File: src/rtl/mac_pkg.sv
// Shared types for the MAC result drain: serializer state encoding and default result width.
package mac_pkg;

   localparam int MAC_DATA_W = 20;

   typedef enum logic [1:0] {
      IDLE  = 2'b00,
      LANE0 = 2'b01,
      LANE1 = 2'b10
   } ser_state_e;

endpackage

File: src/rtl/mac_result_drain_pair_fifo.sv
// Synchronous FIFO of W-bit entries; a push while full is taken only alongside a pop.
// Exposes the head and the entry behind it so the consumer can chain pops without a bubble.
module pair_fifo #(
   parameter int W     = 40,
   parameter int DEPTH = 4
) (
   input  logic                     clk_i,
   input  logic                     rstn_i,
   input  logic                     push_i,
   input  logic                     pop_i,
   input  logic [W-1:0]             wdata_i,
   output logic [W-1:0]             head_o,
   output logic [W-1:0]             head_nxt_o,
   output logic                     full_o,
   output logic                     empty_o,
   output logic [$clog2(DEPTH):0]   count_o
);

   localparam int AW = $clog2(DEPTH);

   logic [W-1:0]  mem_q [DEPTH];
   logic [AW-1:0] wr_ptr_q, wr_ptr_d, rd_ptr_q, rd_ptr_d, rd_nxt;
   logic [AW:0]   count_q, count_d;
   logic          wr_en, rd_en;

   assign full_o     = (count_q == (AW+1)'(DEPTH));
   assign empty_o    = (count_q == '0);
   assign count_o    = count_q;
   assign rd_en      = pop_i & ~empty_o;
   assign wr_en      = push_i & (~full_o | rd_en);
   assign rd_nxt     = rd_ptr_q + AW'(1);
   assign head_o     = mem_q[rd_ptr_q];
   assign head_nxt_o = mem_q[rd_nxt];

   always_comb begin
      wr_ptr_d = wr_en ? wr_ptr_q + AW'(1) : wr_ptr_q;
      rd_ptr_d = rd_en ? rd_nxt : rd_ptr_q;
      count_d  = count_q + (AW+1)'(wr_en) - (AW+1)'(rd_en);
   end

   always_ff @(posedge clk_i or negedge rstn_i) begin
      if (!rstn_i) begin
         wr_ptr_q <= '0;
         rd_ptr_q <= '0;
         count_q  <= '0;
      end else begin
         wr_ptr_q <= wr_ptr_d;
         rd_ptr_q <= rd_ptr_d;
         count_q  <= count_d;
      end
   end

   // Storage carries no reset; the pointers and count define which slots are live.
   always_ff @(posedge clk_i) begin
      if (wr_en) mem_q[wr_ptr_q] <= wdata_i;
   end

endmodule

File: src/rtl/mac_result_drain.sv
// Captures lane-0/1 accumulator pairs on the joint clear edge, queues them, and streams them lane 0 first.
// Output is valid one cycle after the pair lands in the FIFO; words hold stable under res_ready_i backpressure.
module mac_result_drain
   import mac_pkg::*;
#(
   parameter int DATA_W = MAC_DATA_W,
   parameter int DEPTH  = 4
) (
   input  logic              clk_i,
   input  logic              rstn_i,
   input  logic [DATA_W-1:0] acc_0_i,
   input  logic [DATA_W-1:0] acc_1_i,
   input  logic              clear_local_0_i,
   input  logic              clear_local_1_i,
   input  logic              done_i,
   output logic [DATA_W-1:0] res_data_o,
   output logic              res_lane_o,
   output logic              res_valid_o,
   input  logic              res_ready_i,
   output logic              overflow_o,
   output logic              busy_o,
   output logic              drain_done_o
);

   localparam int PW = 2 * DATA_W;
   localparam int CW = $clog2(DEPTH) + 1;

   ser_state_e        state_q, state_d;
   logic [DATA_W-1:0] data_q, data_d, hold_q, hold_d;
   logic              lane_q, lane_d, valid_q, valid_d;
   logic              clr_prev_q, clr_prev_d, done_prev_q, done_prev_d;
   logic              done_seen_q, done_seen_d, drain_q, drain_d;
   logic              overflow_q, overflow_d;

   logic [PW-1:0]     pair_in, head, head_nxt, nxt_pair;
   logic [CW-1:0]     fifo_cnt, cnt_after;
   logic              fifo_full, fifo_empty;
   logic              both_clr, cap, hs, pop, push, drop, drain_now;

   assign pair_in   = {acc_1_i, acc_0_i};
   assign both_clr  = clear_local_0_i & clear_local_1_i;
   assign cap       = both_clr & ~clr_prev_q;
   assign hs        = valid_q & res_ready_i;
   assign pop       = hs & (state_q == LANE1);
   assign push      = cap & (~fifo_full | pop);
   assign drop      = cap & fifo_full & ~pop;
   assign cnt_after = fifo_cnt + CW'(push) - CW'(pop);
   // With only the outgoing pair queued, the next head is whatever is being pushed right now.
   assign nxt_pair  = (fifo_cnt > CW'(1)) ? head_nxt : pair_in;
   assign drain_now = done_seen_q & fifo_empty & (state_q == IDLE) & ~cap;

   pair_fifo #(.W(PW), .DEPTH(DEPTH)) u_fifo (
      .clk_i      (clk_i),
      .rstn_i     (rstn_i),
      .push_i     (push),
      .pop_i      (pop),
      .wdata_i    (pair_in),
      .head_o     (head),
      .head_nxt_o (head_nxt),
      .full_o     (fifo_full),
      .empty_o    (fifo_empty),
      .count_o    (fifo_cnt)
   );

   always_comb begin
      state_d     = state_q;
      data_d      = data_q;
      hold_d      = hold_q;
      lane_d      = lane_q;
      valid_d     = valid_q;
      clr_prev_d  = both_clr;
      done_prev_d = done_i;
      overflow_d  = overflow_q | drop;
      drain_d     = drain_now;
      done_seen_d = (done_seen_q & ~drain_now) | (done_i & ~done_prev_q);

      case (state_q)
         IDLE: begin
            if (!fifo_empty) begin
               hold_d  = head[PW-1:DATA_W];
               data_d  = head[DATA_W-1:0];
               lane_d  = 1'b0;
               valid_d = 1'b1;
               state_d = LANE0;
            end
         end
         LANE0: begin
            if (hs) begin
               data_d  = hold_q;
               lane_d  = 1'b1;
               state_d = LANE1;
            end
         end
         LANE1: begin
            if (hs) begin
               if (cnt_after != '0) begin
                  hold_d  = nxt_pair[PW-1:DATA_W];
                  data_d  = nxt_pair[DATA_W-1:0];
                  lane_d  = 1'b0;
                  state_d = LANE0;
               end else begin
                  valid_d = 1'b0;
                  lane_d  = 1'b0;
                  state_d = IDLE;
               end
            end
         end
         default: begin
            valid_d = 1'b0;
            state_d = IDLE;
         end
      endcase
   end

   always_ff @(posedge clk_i or negedge rstn_i) begin
      if (!rstn_i) begin
         state_q     <= IDLE;
         data_q      <= '0;
         hold_q      <= '0;
         lane_q      <= 1'b0;
         valid_q     <= 1'b0;
         clr_prev_q  <= 1'b0;
         done_prev_q <= 1'b0;
         done_seen_q <= 1'b0;
         drain_q     <= 1'b0;
         overflow_q  <= 1'b0;
      end else begin
         state_q     <= state_d;
         data_q      <= data_d;
         hold_q      <= hold_d;
         lane_q      <= lane_d;
         valid_q     <= valid_d;
         clr_prev_q  <= clr_prev_d;
         done_prev_q <= done_prev_d;
         done_seen_q <= done_seen_d;
         drain_q     <= drain_d;
         overflow_q  <= overflow_d;
      end
   end

   assign res_data_o   = data_q;
   assign res_lane_o   = lane_q;
   assign res_valid_o  = valid_q;
   assign overflow_o   = overflow_q;
   assign drain_done_o = drain_q;
   assign busy_o       = ~fifo_empty | (state_q != IDLE);

endmodule
File: config.mk
export PLATFORM = sky130hd
export DESIGN_NAME = mac_result_drain
export DESIGN_NICKNAME = d
export VERILOG_FILES = /design/src/rtl/mac_pkg.sv /design/src/rtl/mac_result_drain_pair_fifo.sv /design/src/rtl/mac_result_drain.sv
export SDC_FILE = /design/constraint.sdc
export NUM_CORES = 1
export LEC_CHECK = 0
export ABC_AREA = 1
export ABC_CLOCK_PERIOD_IN_PS = 5210
export BUFFER_PORTS_ARGS = -buffer_cell sky130_fd_sc_hd__clkbuf_2
export CAP_MARGIN = 20
export CELL_PAD_IN_SITES_DETAIL_PLACEMENT = 0
export CELL_PAD_IN_SITES_GLOBAL_PLACEMENT = 1
export CORE_UTILIZATION = 50
export DETAILED_ROUTE_END_ITERATION = 8
export GPL_TIMING_DRIVEN = 0
export PLACE_DENSITY = 0.81
export SYNTH_ARGS = -nofsm -noshare
export SYNTH_HDL_FRONTEND = slang
export SYNTH_SLANG_ARGS = --single-unit
File: constraint.sdc
create_clock -name clk_i -period 5.21 [get_ports clk_i]
set_clock_uncertainty 0.1 [all_clocks]
set_input_delay 1.042 -clock clk_i [delete_from_list [all_inputs] [get_ports clk_i]]
set_output_delay 1.042 -clock clk_i [all_outputs]
set_load 0.02 [all_outputs]
After elaboration in Yosys (flattened, before gate mapping)
Memories as Yosys holds them, arrays and structs flattened.
Cells that the tools add are included.
- bits in registers: 56
- input bits: 46
- RAM bits: 160
- logic and storage cells: 92
- memories kept: 1
- bitwise gates (word level): 27
- equal/unequal tests: 8
- reductions and logical operators: 11
- mux-type cells: 25
- add/sub/neg operators: 6
- $lt $le $gt $ge: 1
- memories (memory ; words ; bits a word ; read ports ; clocked after Yosys merged registers in ; wr ports ; RTL line ; RTL):
    u_fifo.mem_q ; 4 ; 40 ; 2 ; 0 ; 1 ; mac_result_drain_pair_fifo.sv:21 ; logic [W-1:0] mem_q [DEPTH];
- operator list (kind ; number):
    20-bit two-way mux ; 7
    20-bit case mux with 3 select lines ; 1
    40-bit two-way mux ; 1
    20-bit case mux with 2 select lines ; 1
    1-bit AND ; 14
    4-bit AND reduction ; 3
    1-bit two-way mux ; 9
    2-bit inequality test (second input constant) ; 4
    1-bit NOT ; 8
    3-bit by 1-bit adder with 3-bit output ; 2
    2-bit two-way mux ; 3
    1-bit case mux with 3 select lines ; 2
    2-bit case mux with 3 select lines ; 1
    3-bit nonzero test ; 2
    3-bit by 1-bit subtractor with 3-bit output ; 2
    1-bit bitwise OR ; 5
    5-bit AND reduction ; 1
    2-bit by 1-bit adder with 2-bit output (second input constant) ; 2
    2-bit nonzero test ; 2
    3-bit equality test (second input constant) ; 1
    3-bit by 1-bit greater-than comparator with 1-bit output (second input constant) ; 1
    3-bit logical NOT ; 1
    3-bit AND reduction ; 1
    2-bit by 1-bit equality test with 1-bit output (second input constant) ; 1
    3 further kinds ; 3

Depth between registers and ports, before layout
- depth after elaboration: 10
- gate-level depth with buffers: 19
- gate-level depth less buffers: 18

By module
Synthesis repeated with hierarchy kept, for this count alone.
- cells, all modules: 1264
- area, all modules: 11010.6 sq um
- by module, submodules not included (module ; area an instance (sq um) ; times used ; cells an instance):
    pair_fifo ; 7681.1 ; 1 ; 751
    mac_result_drain ; 3329.4 ; 1 ; 513

Worst setup path before layout
Ideal clock, no wire load.
- kind: input port to flip-flop
- start: input res_ready_i
- end: memory u_fifo.mem_q[0][0] (enable)
- setup slack: 1387 ps
- arrival time: 3285 ps
- stages: 6
- cell sequence: nand2_1 > nor2_1 > o21ai_1 > nand2_1 > nand2_1 > nor2_1
- cells in the longest elaborated chain, start to end: 7
- elaborated cells between the ends (all ways): 9
- RTL lines (what ; RTL line ; RTL):
    start, declared ; mac_result_drain.sv:19 ; input logic res_ready_i,
    1-bit AND * ; mac_result_drain.sv:43 ; assign hs = valid_q & res_ready_i;
    1-bit AND * ; mac_result_drain.sv:44 ; assign pop = hs & (state_q == LANE1);
    1-bit bitwise OR / 1-bit AND (equally long branches) ; mac_result_drain.sv:45, mac_result_drain_pair_fifo.sv:29 ;
    1-bit AND / 1-bit bitwise OR (equally long branches) ; mac_result_drain.sv:45, mac_result_drain_pair_fifo.sv:30 ;
    1-bit AND * ; mac_result_drain_pair_fifo.sv:30 ; assign wr_en = push_i & (~full_o | rd_en);
    1-bit two-way mux * ; mac_result_drain_pair_fifo.sv:55 ; if (wr_en) mem_q[wr_ptr_q] <= wdata_i;
    1-bit two-way mux (implied by the code) * ; mac_result_drain_pair_fifo.sv:55 ;
    end, declared ; mac_result_drain_pair_fifo.sv:21 ;
Mark *: on every way between the ends. The rest lies on a longest branch, timed or not.

Worst setup path in the final report
- start: register state_q[0]
- end: register hold_q[12]
- cells in the longest elaborated chain, start to end: 9
- elaborated cells between the ends (all ways): 14
- RTL lines (what ; RTL line ; RTL):
    start, declared ; mac_result_drain.sv:28 ; ser_state_e state_q, state_d;
    start signal, assigned ; mac_result_drain.sv:128 ; state_q <= state_d;
    2-bit equality test ; mac_result_drain.sv:44, mac_result_drain.sv:77 ;
    1-bit AND ; mac_result_drain.sv:44 ;
    1-bit bitwise OR ; mac_result_drain.sv:45 ; assign push = cap & (~fifo_full | pop);
    1-bit AND ; mac_result_drain.sv:45 ;
    3-bit by 1-bit adder with 3-bit output ; mac_result_drain.sv:47 ; assign cnt_after = fifo_cnt + CW'(push) - CW'(pop);
    3-bit by 1-bit subtractor with 3-bit output ; mac_result_drain.sv:47 ;
    3-bit nonzero test ; mac_result_drain.sv:96 ; if (cnt_after != '0) begin
    2-bit by 1-bit inequality test with 1-bit output (no source line) ; -- ;
    4-bit AND reduction (no source line) ; -- ;
    end signal, assigned ; mac_result_drain.sv:130 ; hold_q <= hold_d;
    end, declared ; mac_result_drain.sv:29 ; logic [DATA_W-1:0] data_q, data_d, hold_q, hold_d;
Parallel ways exist; a longest one is shown, timed or not.
A chain may end at the register's enable or synchronous reset.

==> summary.txt <==
Floorplanning
  • Die Ht: around 150 um
  • Row count: 54
  • Boundary Pins: 71
  • DIE AREA: about 23000 um2
  • Initial core utilization: 50.9%
  • Die Wd: 151 um
  • Core area: 21800 um2

Power
  • PwrDens: 652 nW/um2
  • Max VDD drop: between 0.4 and 0.5 mV
  • Leak pwr: 0.00573 uW

Global route
  • Largest net degree at the start of global routing: 57
  • Tot GR Track Use: around 30%
  • Number of antenna violations at the first check in global routing: 0
  • Grt ovf: 0
  • First-pass GRT wire length: 49.0 mm
  • Vias in the first global route: 8538

STA
  • Setup_tns: 0 ps
  • Worst-margin pin slew: between 800 and 900 ps
  • FMAX: 0.259 GHz
  • Minimum clock period: 3860 ps
  • Relative slew slack: between 40% and 50%
  • Fin crit share: about 74%
  • Fin. Hold Viols: 0
  • Final setup violation count: 0
  • Final Slew Violations: 0
  • RSZ-0062 raised after global routing: no

Critical path
  • CP max-delay cell: fa_1
  • Crit path to: hold_q[12]
  • Crit start category: flop
  • Critical path origin: state_q[0]
  • Top delay family on crit path: simple AND/OR/NAND/NOR gates
  • Crit path buf inv count: 5
  • Cells along the critical path: inv_1, ha_1, inv_1, nor2_1, o21ai_1, nand2_1, nand2_1, inv_2, ha_1, fa_1, nor2_1, nand3_1, nand2_1, a21oi_1, inv_1, buf_2, nand2_1, nand2_1
  • Data required time at the worst endpoint: approximately 5500 ps
  • Worst r2r path cells: 18
  • RR Endpoint: hold_q[12]
  • CP max stage delay: 510 ps
  • Reg2Reg Setup Slack: 1350 ps
  • R2R Path Start: state_q[0]
  • Worst EP arrival: 4180 ps
  • Levels on crit path: 18
  • CP max FO: 10
  • Crit path top cell by count: nand2_1
  • CP endpoint kind: flop
  • Critical path class: reg -> reg

Job
  • Max-Cap Viols: 0

Cells and area
  • Finished Core Util: 58.2%
  • Fin nets: 1457
  • Share of layout cells above drive strength 1: between 10 and 15%
  • N_diodes: 0
  • Synth-to-layout area growth: 14.4%

Placement
  • DP Wirelength: 21.1 mm
  • Final GP Congestion: roughly 0.84
  • Port buffer count: 70

Logic synthesis
  • Yosys Warn Count: 0
  • Yosys cell types: 28
  • Yosys reg bits: approximately 220
  • Syn_nets: between 1000 and 1500
  • Synthesized area per cell: 8.55 um2
  • Syn Inst Count: 1294
  • Post-synthesis sequential area ratio: 56.1%
  • Cell area after synthesis: approximately 11000 um2

Clock tree
  • Root buf cell: clkbuf_16
  • CTS resizes: 0
  • Post CTS Setup Buffer Count: 0
  • Longest Clk Path Bufs: 3
  • Skew-Pair Late Insertion Delay: roughly 530 ps
  • Clock transition at the registers of the reported paths: ~60 ps
  • # clock sinks: 216
  • # hold bufs at CTS: 0
  • TritonCTS clock tree: yes
  • Htree depth: 1
  • CTS Buf Count: 25

Drt
  • Drt first-iter violations: 589
  • Remaining DRCs: 0
  • First-pass detailed-route iteration total: 5
  • Post-DR vias/cell: approximately 5.4
  • Routed WL per cell: between 15 and 20 um
  • WL final: between 30 and 40 mm
  • Vias post-DR: between 9000 and 10000
  • Post-route ant nets: 0

Outcome
  • Status: complete, no violations

Hold path
  • Hold Path Class: reg -> reg
cell type report:
class	count	area [um2]
clock inverter	12	106
clock buffer	34	669
multi-input combinational	882	4010
timing repair buffer	74	433
buffer	75	418
fill	2029	9100
inverter	121	457
sequential	216	6210
tap	280	350
cell families (layout without fill, tap and decap cells):
| kind of cell | Yosys count | in the layout | synth area share [%] |
|---|---|---|---|
| buffers and inverters | 196 | 316 | 7.91 |
| DFF | 216 | 216 | 56.1 |
| adders and majority gates | 16 | 16 | 1.95 |
| AOI/OAI and AO/OA | 192 | 192 | 10.0 |
| and+or+nand+nor | 671 | 671 | 23.8 |
| xor gates and xnor gates | 3 | 3 | 0.238 |
power breakdown:
group	switching, uW	internal, uW	leakage, uW
clock	688	994	0.000379
sequential	160	2190	0.00213
combinational	2940	1270	0.00323
how the worst min path moves through the flow:
stage	start	to	slack, ps	cells after the start
global route	done_prev_q	done_seen_q	340	1
detailed placement	done_prev_q	done_seen_q	340	1
global placement	done_prev_q	done_seen_q	320	1
floorplan	done_prev_q	done_seen_q	300	1
CTS	done_prev_q	done_seen_q	330	1
finish	done_prev_q	done_seen_q	330	1
flip-flops by register name (all words and copies together), names as in the netlist, 2 cells and up:
signal	cells
res_data_o	20
hold_q	20
u_fifo.count_o	3
u_fifo.mem_q	160
u_fifo.rd_ptr_q	2
state_q	2
u_fifo.wr_ptr_q	2
cell usage after synthesis, drive strengths merged:
master / instances / area (um2)
xor2: 2 / 17.5
buf: 48 / 317
nand4: 1 / 12.5
nor2: 183 / 694
nand2: 411 / 1550
a21oi: 45 / 225
o21bai: 1 / 7.51
edfxtp: 160 / 4800
o211ai: 37 / 328
nand3b: 1 / 7.51
ha: 14 / 175
inv: 118 / 445
fa: 2 / 40.0
o21ai: 109 / 546
clkbuf: 27 / 101
nand3: 75 / 375
dfrtp: 56 / 1400
xnor2: 1 / 8.76
clkinv: 3 / 11.3
cell usage in the layout, fill, tap and decap left out, types with 8 or more instances in the layout:
| master | Yosys | final |
|---|---|---|
| a21oi_1 | 45 | 45 |
| o211ai_2 | 10 | 10 |
| o21ai_1 | 20 | 20 |
| nand2_1 | 410 | 410 |
| nand3_1 | 75 | 75 |
| dfrtp_1 | 56 | 56 |
| nor2_1 | 180 | 176 |
| clkinv_1 | 3 | 9 |
| buf_4 | 11 | 11 |
| buf_2 | 28 | 28 |
| o21ai_0 | 89 | 89 |
| inv_1 | 113 | 113 |
| clkbuf_2 | 0 | 69 |
| edfxtp_1 | 160 | 160 |
| buf_6 | 8 | 8 |
| clkbuf_16 | 0 | 25 |
| ha_1 | 14 | 14 |
| clkbuf_1 | 27 | 35 |
| o211ai_1 | 27 | 27 |
through the flow:
| step | setup WS, ps | instances | instance area [um2] | hold slack (ps) | total power [uW] |
|---|---|---|---|---|---|
| 2_1_floorplan | 1390 | 1294 | 11100 | 300 | 5130 |
| 3_3_place_gp | -812 | 1644 | 11800 | 315 | 6510 |
| 3_5_place_dp | 1030 | 1648 | 11900 | 337 | 6560 |
| 4_1_cts | 1320 | 1694 | 12700 | 331 | 8260 |
| 5_1_grt | 1090 | 1694 | 12700 | 338 | 8800 |
| 6_report | 1350 | 1694 | 12700 | 326 | 8250 |
layer usage:
metal	vias up	global-route usage (%)	wire, um
li1	4423	-	-
met1	4266	38.7	13800
met2	363	48.7	15200
met3	86	4.21	2200
met4	0	12.3	1210
met5	-	0	0
Note: power is estimated with default switching activity, not from simulation.
